===== config.mk =====
export PLATFORM = sky130hd
export DESIGN_NAME = datain_sink_buf
export DESIGN_NICKNAME = d
export VERILOG_FILES = /design/src/rtl/noc_flit_pkg.sv /design/src/rtl/datain_flit_check.sv /design/src/rtl/datain_sink_buf.sv
export SDC_FILE = /design/constraint.sdc
export NUM_CORES = 1
export LEC_CHECK = 0
export BUFFER_PORTS_ARGS = -buffer_cell sky130_fd_sc_hd__buf_2
export CAP_MARGIN = 25
export CORE_ASPECT_RATIO = 1.5
export CORE_MARGIN = 3
export CORE_UTILIZATION = 55
export DETAILED_ROUTE_END_ITERATION = 6
export MAX_ROUTING_LAYER = met4
export PLACE_DENSITY = 0.73
export SYNTH_ARGS = -nofsm -noshare
export SYNTH_HDL_FRONTEND = slang
export SYNTH_SLANG_ARGS = --single-unit
export TNS_END_PERCENT = 20

===== constraint.sdc =====
create_clock -name clk -period 3.3 [get_ports clk]
set_input_delay 0.33 -clock clk [delete_from_list [all_inputs] [get_ports clk]]
set_output_delay 0.33 -clock clk [all_outputs]
set_load 0.005 [all_outputs]

===== src/rtl/noc_flit_pkg.sv =====
// Flit layout shared by the NoC sink blocks: widths, field positions, field
// accessors and the sink control state encoding.
package noc_flit_pkg;

  localparam int FLIT_W      = 20;
  localparam int NODE_W      = 4;
  localparam int PAYLOAD_W   = 4;
  localparam int SRC_LSB     = 12;
  localparam int DEST_LSB    = 4;
  localparam int PAYLOAD_LSB = 0;

  typedef logic [FLIT_W-1:0] flit_t;
  typedef logic [NODE_W-1:0] node_t;

  typedef enum logic [1:0] {
    ST_IDLE   = 2'd0,
    ST_ACTIVE = 2'd1,
    ST_DONE   = 2'd2
  } sink_state_t;

  function automatic node_t flit_src(input flit_t f);
    return f[SRC_LSB +: NODE_W];
  endfunction

  function automatic node_t flit_dest(input flit_t f);
    return f[DEST_LSB +: NODE_W];
  endfunction

endpackage


===== src/rtl/datain_flit_check.sv =====
// Splits a flit into its src/dest ids and flags whether it is addressed to
// this node.
module datain_flit_check
  import noc_flit_pkg::*;
#(
  parameter int NODE_ID = 3
) (
  input  logic [FLIT_W-1:0] flit,
  output logic              match,
  output logic [NODE_W-1:0] src,
  output logic [NODE_W-1:0] dest
);

  localparam logic [NODE_W-1:0] NODE_C = NODE_W'(NODE_ID);

  assign src   = flit_src(flit);
  assign dest  = flit_dest(flit);
  assign match = (dest == NODE_C);

endmodule


===== src/rtl/datain_sink_buf.sv =====
// Receive-side flit sink: DEPTH-entry FIFO (non power-of-2 capable) with a
// run-tracking FSM. Define DATAIN_SINK_BUF_CHECK_EN to drop misrouted flits.
module datain_sink_buf
  import noc_flit_pkg::*;
#(
  parameter int NODE_ID  = 3,
  parameter int DEPTH    = 30,
  parameter int EXPECTED = 15
) (
  input  logic              clk,
  input  logic              rst,
  input  logic              in_valid,
  input  logic [FLIT_W-1:0] datain,
  output logic              in_ready,
  input  logic              rd_en,
  output logic [FLIT_W-1:0] rd_data,
  output logic              rd_valid,
  output logic [4:0]        count,
  output logic [5:0]        rx_total,
  output logic              done,
  output logic              overflow,
  output logic              err_misroute,
  output logic [3:0]        err_count
);

  localparam logic [4:0] DEPTH_C    = 5'(DEPTH);
  localparam logic [4:0] LAST_C     = 5'(DEPTH - 1);
  localparam logic [5:0] EXPECTED_C = 6'(EXPECTED);

  logic [FLIT_W-1:0] mem [DEPTH];

  logic [4:0]        wr_ptr_reg, rd_ptr_reg, count_reg, count_next;
  logic [5:0]        rx_total_reg, rx_total_next;
  logic [FLIT_W-1:0] rd_data_reg;
  logic              rd_valid_reg, overflow_reg, err_misroute_reg;
  logic [3:0]        err_count_reg;
  sink_state_t       state_reg;

  logic              accept, store, misroute, pop, reached;
  logic              chk_match;
  logic [NODE_W-1:0] chk_src, chk_dest;

  datain_flit_check #(.NODE_ID(NODE_ID)) u_check (
    .flit  (datain),
    .match (chk_match),
    .src   (chk_src),
    .dest  (chk_dest)
  );

  assign in_ready = (count_reg != DEPTH_C);
  assign accept   = in_valid && in_ready;
  assign pop      = rd_en && (count_reg != 5'd0);

`ifdef DATAIN_SINK_BUF_CHECK_EN
  logic [2*NODE_W-1:0] chk_unused;
  assign chk_unused = {chk_src, chk_dest};
  assign store      = accept && chk_match;
  assign misroute   = accept && !chk_match;
`else
  logic [2*NODE_W:0] chk_unused;
  assign chk_unused = {chk_match, chk_src, chk_dest};
  assign store      = accept;
  assign misroute   = 1'b0;
`endif

  // store implies count < DEPTH, so this never exceeds DEPTH or underflows
  assign count_next    = count_reg + 5'(store) - 5'(pop);
  assign rx_total_next = rx_total_reg + 6'(store && (rx_total_reg != 6'd63));
  assign reached       = store && (rx_total_next == EXPECTED_C);

  // Storage array kept free of reset so it maps onto block RAM.
  always_ff @(posedge clk) begin
    if (store) mem[wr_ptr_reg] <= datain;
  end

  always_ff @(posedge clk) begin
    if (!rst) begin
      wr_ptr_reg       <= '0;
      rd_ptr_reg       <= '0;
      count_reg        <= '0;
      rx_total_reg     <= '0;
      rd_data_reg      <= '0;
      rd_valid_reg     <= 1'b0;
      overflow_reg     <= 1'b0;
      err_misroute_reg <= 1'b0;
      err_count_reg    <= '0;
      state_reg        <= ST_IDLE;
    end else begin
      count_reg    <= count_next;
      rx_total_reg <= rx_total_next;
      rd_valid_reg <= pop;
      if (store) wr_ptr_reg <= (wr_ptr_reg == LAST_C) ? 5'd0 : wr_ptr_reg + 5'd1;
      if (pop) begin
        rd_data_reg <= mem[rd_ptr_reg];
        rd_ptr_reg  <= (rd_ptr_reg == LAST_C) ? 5'd0 : rd_ptr_reg + 5'd1;
      end
      if (in_valid && !in_ready) overflow_reg <= 1'b1;
      if (misroute) begin
        err_misroute_reg <= 1'b1;
        if (err_count_reg != 4'hF) err_count_reg <= err_count_reg + 4'd1;
      end
      case (state_reg)
        ST_IDLE:   if (accept) state_reg <= reached ? ST_DONE : ST_ACTIVE;
        ST_ACTIVE: if (reached) state_reg <= ST_DONE;
        default:   state_reg <= ST_DONE;
      endcase
    end
  end

  assign count        = count_reg;
  assign rx_total     = rx_total_reg;
  assign rd_data      = rd_data_reg;
  assign rd_valid     = rd_valid_reg;
  assign done         = (state_reg == ST_DONE);
  assign overflow     = overflow_reg;
  assign err_misroute = err_misroute_reg;
  assign err_count    = err_count_reg;

endmodule


==> summary.md, run 1 <==
The tools report the total setup buffers inserted after CTS as 0. In this run, synthesis inferred 600 flip-flops with an integrated enable. For the worst slew margin relative to its limit, the log shows 0.311.

The sequential-to-total area share from yosys stat came out at 0.752. The top-level I/O count was 64. VDD sags by at most 361 µV. Setup violations remaining at the end of the flow were counted as 0. The tools report the number of global-route vias before repair as 12996.

Counting flops and latches in the post-synthesis netlist gives 645. The run finished with clean final reports. Share of flip-flops with an asynchronous set or reset after synthesis: 0. Once detail routing completed, the nets flagged for antenna violations numbered 0. The highest-delay cell along the critical path is sky130_fd_sc_hd__a2111oi_1. Setup repair after global routing left no endpoint under its margin. The logs give 25200 µm² for the total standard cell area after synthesis and 0 for the max-cap check violation count. The total power divided by cell area is 669 nW/µm², and the cell leakage power is 0.00902 µW. Using the TritonRoute via totals, the vias-per-cell ratio works out to 6.25.

After clock tree synthesis, the clock-pin slew on the worst setup and hold paths is 0.06 ns. Summing over every cut layer, the via total after detailed routing is 12576. The library cells used most frequently in the layout, excluding fill and tap cells, are sky130_fd_sc_hd__edfxtp_1, sky130_fd_sc_hd__mux4_2, sky130_fd_sc_hd__nand2_1. Traced cell by cell, the critical path runs through inv_1, ha_1, nor4b_1, nand2b_1, inv_1, buf_4, or2b_2, a2111oi_1, nor3_1. Excluding fillers, the count of instances in the completed layout stands at 2012. Buffers inserted during clock tree synthesis total 54. The first TritonRoute pass finished after 7 iterations. The final worst-path cycle share works out to 0.859. The number of antenna violations at the first check in global routing is 0, and the site row count is 95.

Number of DRC markers in iteration 0: 1099. The die is 268 µm tall. Across all hold checks on the routed design, the worst slack comes to 0.100 ns. Sorting the synthesized cells by area gives the leading types as sky130_fd_sc_hd__edfxtp_1, sky130_fd_sc_hd__mux4_2, sky130_fd_sc_hd__dfxtp_1. Of all nets on the critical path, the largest fanout is 29. For the final setup skew, the log shows 0.0187 ns. CTS placed an instance of sky130_fd_sc_hd__clkbuf_16 at the clock tree root. In the routed design, unresolved DRC markers number 0. For the number of diodes, the log shows 0. Synthesis-to-finish area growth: 11.9%. Entering global routing, the biggest net connects 57 pins. The run gives 0.559 as the effective utilization at floorplan. In this design, the critical path's most frequently occurring cell is sky130_fd_sc_hd__inv_1. Final net count: 1424.

For the number of hold violations in the final report, the log shows 0. For the worst setup path, the data required time is 3.73 ns. After layout, the worst setup slack is 0.465 ns. The global-route usage over all layers was 0.233; the count of yosys warnings during synthesis was 0. The count of H-tree levels built during CTS is 2.

TritonCTS built the clock tree. Post-placement worst setup slack: 0.651 ns. After detailed placement, the design holds a cell count of 1910. Total of hold buffers inserted after clock tree synthesis: 0. After routing, the total negative slack on setup checks comes to 0 ns. The average size of a mapped cell was 19.7 µm². The smallest clock period supported by the final layout is computed as 2.84 ns. The routed wire length was 54.0 mm; the clock sink total was 645. The number of I/O port buffers is 58, and the core outline area is 45000 µm². STA classifies the critical path startpoint as a register. In this design, the stage delay of the slowest critical-path cell is 0.68 ns. The flip-flop count of the largest register, all copies and words added is 600, and the total global routing overflow is 0. Leaving out fill and tap cells, the most frequent cell in the layout is sky130_fd_sc_hd__edfxtp_1. The width of the die was 181 µm; the clock network latency to the later pin of the worst-skew pair was 0.59 ns. Derived from the worst setup path, the maximum achievable clock frequency is 353 MHz. Type of the worst setup path: register to register. For the number of max-slew violations in the final report, the log shows 0. The run gives 82.4 mm as the global-route wire length before repair. The measured slew at the worst slew-check pin works out to 1.03 ns.

The die outline area was 48400 µm²; the placed wire-length estimate after detailed placement was 33.0 mm. The run gives 3.26 ns as the data arrival time of the worst path. Once the clock tree was built, the resizer swapped 0 gates to a different size.

The congestion estimate from routability-driven global placement came to 0.824. In the synthesized netlist, the number of instances is 1280. The area share of the largest cell type after synthesis is 0.716.

STA classifies the critical path endpoint as a register. The biggest area contributor in the post-synthesis netlist is sky130_fd_sc_hd__edfxtp_1. Fraction of layout instances using a drive strength above 1: 0.256.

For the maximum buffer depth of the clock tree, the log shows 3. The netlist uses 60 different library cells. The most frequently used flop master after synthesis is sky130_fd_sc_hd__edfxtp_1. In the final routed layout, each cell accounts on average for 26.8 µm. The worst hold path belongs to the class input port to register.
logic make-up after synthesis:
kind of cell    count (synthesis)  synth area share
compound gates                145            0.0396
flops                         645             0.752
fa+ha+maj                      16           0.00825
simple gates                  177            0.0329
other cells                     1          0.000149
buf+inv                        90            0.0227
mux                           195             0.141
xor+xnor                       11           0.00383
per-layer routing:
metal  up-vias  routed length [µm]  global-route usage
li1       5407                   -                   -
met1      6570               20400               0.296
met2       494               28900               0.404
met3       105                3260              0.0280
met4         0                1430              0.0635
met5         -                   0                   -
cell usage after synthesis, drive strengths merged (3+ instances only):
master  number
o211ai      18
o21ai       22
edfxtp     600
a21boi       3
nand3b       3
a21oi       22
or2          3
mux2i       59
o311ai       4
a211oi      20
buf         50
a31oi        3
nor2b       11
nor3        10
nand3       13
and2         9
mux2        14
mux4       122
a22oi       14
clkbuf      23
o22ai       16
nand2       62
dfxtp       45
nor2        47
xor2         8
inv         15
nand2b       3
xnor2        3
a22o        12
ha          15
nand4        3
area by class of cell:
type | count | area [µm²]
fillers | 3019 | 16900
clock buffers | 66 | 1420
well taps | 582 | 728
clock inverters | 36 | 432
flip-flops and latches | 645 | 18900
repair buffers | 117 | 833
multi-input cells | 549 | 5760
inverters | 17 | 63.8
critical path, delay by kind of cell, from the launching register on:
kind | cells | cell delay (ns)
buf+inv | 3 | 0.50
compound gates | 1 | 0.68
fa+ha+maj | 1 | 0.19
flops | 1 | 0.39
simple gates | 4 | 0.90
power breakdown:
group          internal [µW]  leakage, µW  switching (µW)
logic                   1430      0.00234            1530
registers               9090      0.00578             198
clock network           3780     0.000904            2800
path summary, 6_finish.rpt:
| path | endpoint | cells after the start | slack [ns] | from |
|---|---|---|---|---|
| setup reg to reg | rd_data[4] | 9 | 0.46 | count[2] |
| hold reg to reg | overflow | 1 | 0.46 | overflow |
| setup / recovery | rd_data[4] | 9 | 0.46 | count[2] |
| hold / removal | overflow | 4 | 0.10 | in_valid |
per-stage QoR:
stage                      util  power, µW  area [µm²]
after floorplan               -      11600       25200
after global placement    0.584      12400       26300
after detailed placement  0.584      12400       26300
after CTS                 0.625      19000       28200
after global routing      0.625      19500       28200
final                     0.625      18800       28200
(Power assumes the default switching activity.)
==> inputs of run 2 (changes only) <==
--- a/config.mk
+++ b/config.mk
@@ -10,6 +10,7 @@
 export CORE_ASPECT_RATIO = 1.5
 export CORE_MARGIN = 3
 export CORE_UTILIZATION = 55
+export CTS_BUF_LIST = sky130_fd_sc_hd__clkbuf_16
 export DETAILED_ROUTE_END_ITERATION = 6
 export MAX_ROUTING_LAYER = met4
 export PLACE_DENSITY = 0.73
==> run 2 against run 1 <==
  * Final area hardly changed
  * Sequential cell count is the same
  * Combinational power barely moved
  * Wire length is 0.24% higher
  * Clock skew is 0.0034 ns lower
  * Worst hold slack got worse by 0.0031 ns
  * Clock power is 1% lower
==> summary.md, run 2 (synthesized netlist as in run 1, its figures left out) <==
The tools report the global placer's final weighted congestion as 0.824. The worst setup path is captured at a register. Using the TritonRoute via totals, the vias-per-cell ratio works out to 6.27. The number of routed nets with antenna violations came out at 0. Traced cell by cell, the critical path runs through inv_1, ha_1, nor4b_1, nand2b_1, inv_1, buf_4, or2b_2, a2111oi_1, nor3_1.

Counting cells, the worst reg-to-reg path comes to 9. For this design the top-level I/O count stands at 64. During placement, the flow inserted port buffers numbering 58. The clock sink total is 645, and the cell leakage power is 0.00905 µW. The tools report the total global routing overflow as 0. The total power divided by cell area was 667 nW/µm². The first global-routing pass estimated 82.5 mm of wire. The measured slew at the worst slew-check pin was 1.02 ns. The tools report the effective utilization at floorplan as 0.559. The most critical setup path has its endpoint at rd_data[4]. After routing the design area is 28100 µm².

The filler cells instantiated in the layout total 3020. The number of global-route vias before repair was 12999. The worst slew margin relative to its limit was 0.320; the largest incremental delay on the critical path was 0.68 ns. In this run the critical register-to-register path is launched from count[2].

TritonCTS built the clock tree. STA classifies the critical path startpoint as a register. The total of hold buffers inserted after clock tree synthesis came out at 0. Most common cell after layout, fill and taps aside: sky130_fd_sc_hd__edfxtp_1. The final net count is 1424, and the largest net degree at the start of global routing is 57. The global-route usage over all layers was 0.233.

The dominant cell type by count on the critical path is sky130_fd_sc_hd__inv_1. The tools report the site row count as 95. The total iterations of the first detailed-routing run was 5. The run gives 0.0153 ns as the final setup skew. The logs give 54 for the TritonCTS buffer count and 3 for the maximum buffer depth of the clock tree. The number of diodes came out at 0. The highest net fanout along the worst path was 29; the die outline area was 48400 µm². After detailed routing, the average wire length per cell comes to 26.9 µm. The number of max-slew violations in the final report came out at 0. Counting both buffers and inverters, the worst setup path holds a total of 3.

The path class of the lowest-slack min-delay path was input port to register. Max-cap violations in this run came to 0. The critical path in this run is classified as register to register. Setup repair after global routing left no endpoint under its margin.

In this run the number of cells on the critical path is 9. Leaving out fill and tap cells, the most frequent cells in the layout are sky130_fd_sc_hd__edfxtp_1, sky130_fd_sc_hd__mux4_2, sky130_fd_sc_hd__nand2_1. The floorplan step set the die width to 181 µm. The run finished with clean final reports. For the number of DRC markers in iteration 0, the log shows 1135.

In this run the register-to-register setup slack is 0.48 ns. Clock-pin slew was measured on the worst setup and hold paths at 0.06 ns. The routed via count is 12623. Setup violations remaining at the end of the flow were counted as 0. The logs give 0 for the number of antenna violations at the first check in global routing and 26300 µm² for the post-place instance area. The most critical setup path has its startpoint at count[2]. The region available for standard cell placement spans 45000 µm².

The post-layout minimum cycle time is 2.82 ns. The die boundary height is 268 µm, and the post-cts repair resize count is 0. The fraction of layout instances using a drive strength above 1 was 0.255.

At the worst endpoint, the required time is 3.73 ns. The final worst-path cycle share was 0.855; the summed negative setup slack over all endpoints was 0 ns. The data arrival time of the worst path was 3.26 ns.

The highest-delay cell along the critical path is sky130_fd_sc_hd__a2111oi_1. Broken down by cell family, the worst path's largest delay share belongs to simple AND/OR/NAND/NOR gates. Summed over all nets, the half-perimeter wirelength after detailed placement is 33.0 mm.

Across the VDD grid, the largest voltage drop is 359 µV. The synthesis-to-finish area growth came out at 11.8%. Post-CTS timing repair inserted 0 buffers for setup. The run gives 354 MHz as the maximum clock frequency. The flip-flop count of the largest register, all copies and words added works out to 600. The tools report the utilization after layout as 0.625.

The endpoint identified for the worst register-to-register timing path is rd_data[4]. In this run the number of H-tree levels came out at 2. The root buffer cell is sky130_fd_sc_hd__clkbuf_16. The routed wire length came out at 54.1 mm. Post-route DRC violation count: 0. The clock reaches the later pin of the worst-skew pair after 0.58 ns. Number of hold violations in the final report: 0.
==> run 2: tightest hold or removal path, stage by stage <==
cell                     delay (ns)
sky130_fd_sc_hd__buf_2         0.08
sky130_fd_sc_hd__inv_1         0.03
sky130_fd_sc_hd__nor2_1        0.10
sky130_fd_sc_hd__o21a_1        0.11
==> run 2: stage by stage <==
stage                     instances  hold WS [ns]  worst slack [ns]  total power (µW)
after floorplan                1284         0.429             0.315             11600
after global placement         1910         0.445             0.695             12400
after detailed placement       1910         0.449             0.651             12400
after CTS                      2012        0.0854             0.584             18900
after global routing           2012         0.136             0.344             19400
final                          2012        0.0972             0.479             18800
==> run 2: report_power, final <==
part / switching, µW / leakage (µW) / internal (µW)
logic: 1540 / 0.00234 / 1430
registers: 198 / 0.00578 / 9090
clock network: 2800 / 0.000934 / 3700
==> run 2: layout make-up <==
| class | count | area (µm²) | share of cell area |
|---|---|---|---|
| Tap cell | 582 | 728 | 0.0259 |
| Clock buffer | 54 | 1350 | 0.0480 |
| Sequential cell | 645 | 18900 | 0.673 |
| Timing Repair Buffer | 117 | 833 | 0.0296 |
| Clock inverter | 48 | 477 | 0.0169 |
| Inverter | 17 | 63.8 | 0.00227 |
| Multi-Input combinational cell | 549 | 5760 | 0.205 |
==> run 2: worst min path at each step <==
stage	from	endpoint	slack, ns	cells past startpoint
6_report	in_valid	overflow	0.1	4
5_1_grt	in_valid	overflow	0.14	4
4_1_cts	in_valid	overflow	0.09	4
3_5_place_dp	overflow	overflow	0.45	1
3_3_place_gp	overflow	overflow	0.45	1
2_1_floorplan	datain[0]	mem[0][0]	0.43	0
==> run 2: metal layers <==
metal	vias to the layer above	part of all wire	track usage	wire (µm)
li1	5407	-	-	-
met1	6605	0.38	0.295	20600
met2	513	0.53	0.403	28900
met3	98	0.060	0.0291	3230
met4	0	0.025	0.0648	1360
met5	-	0	-	0
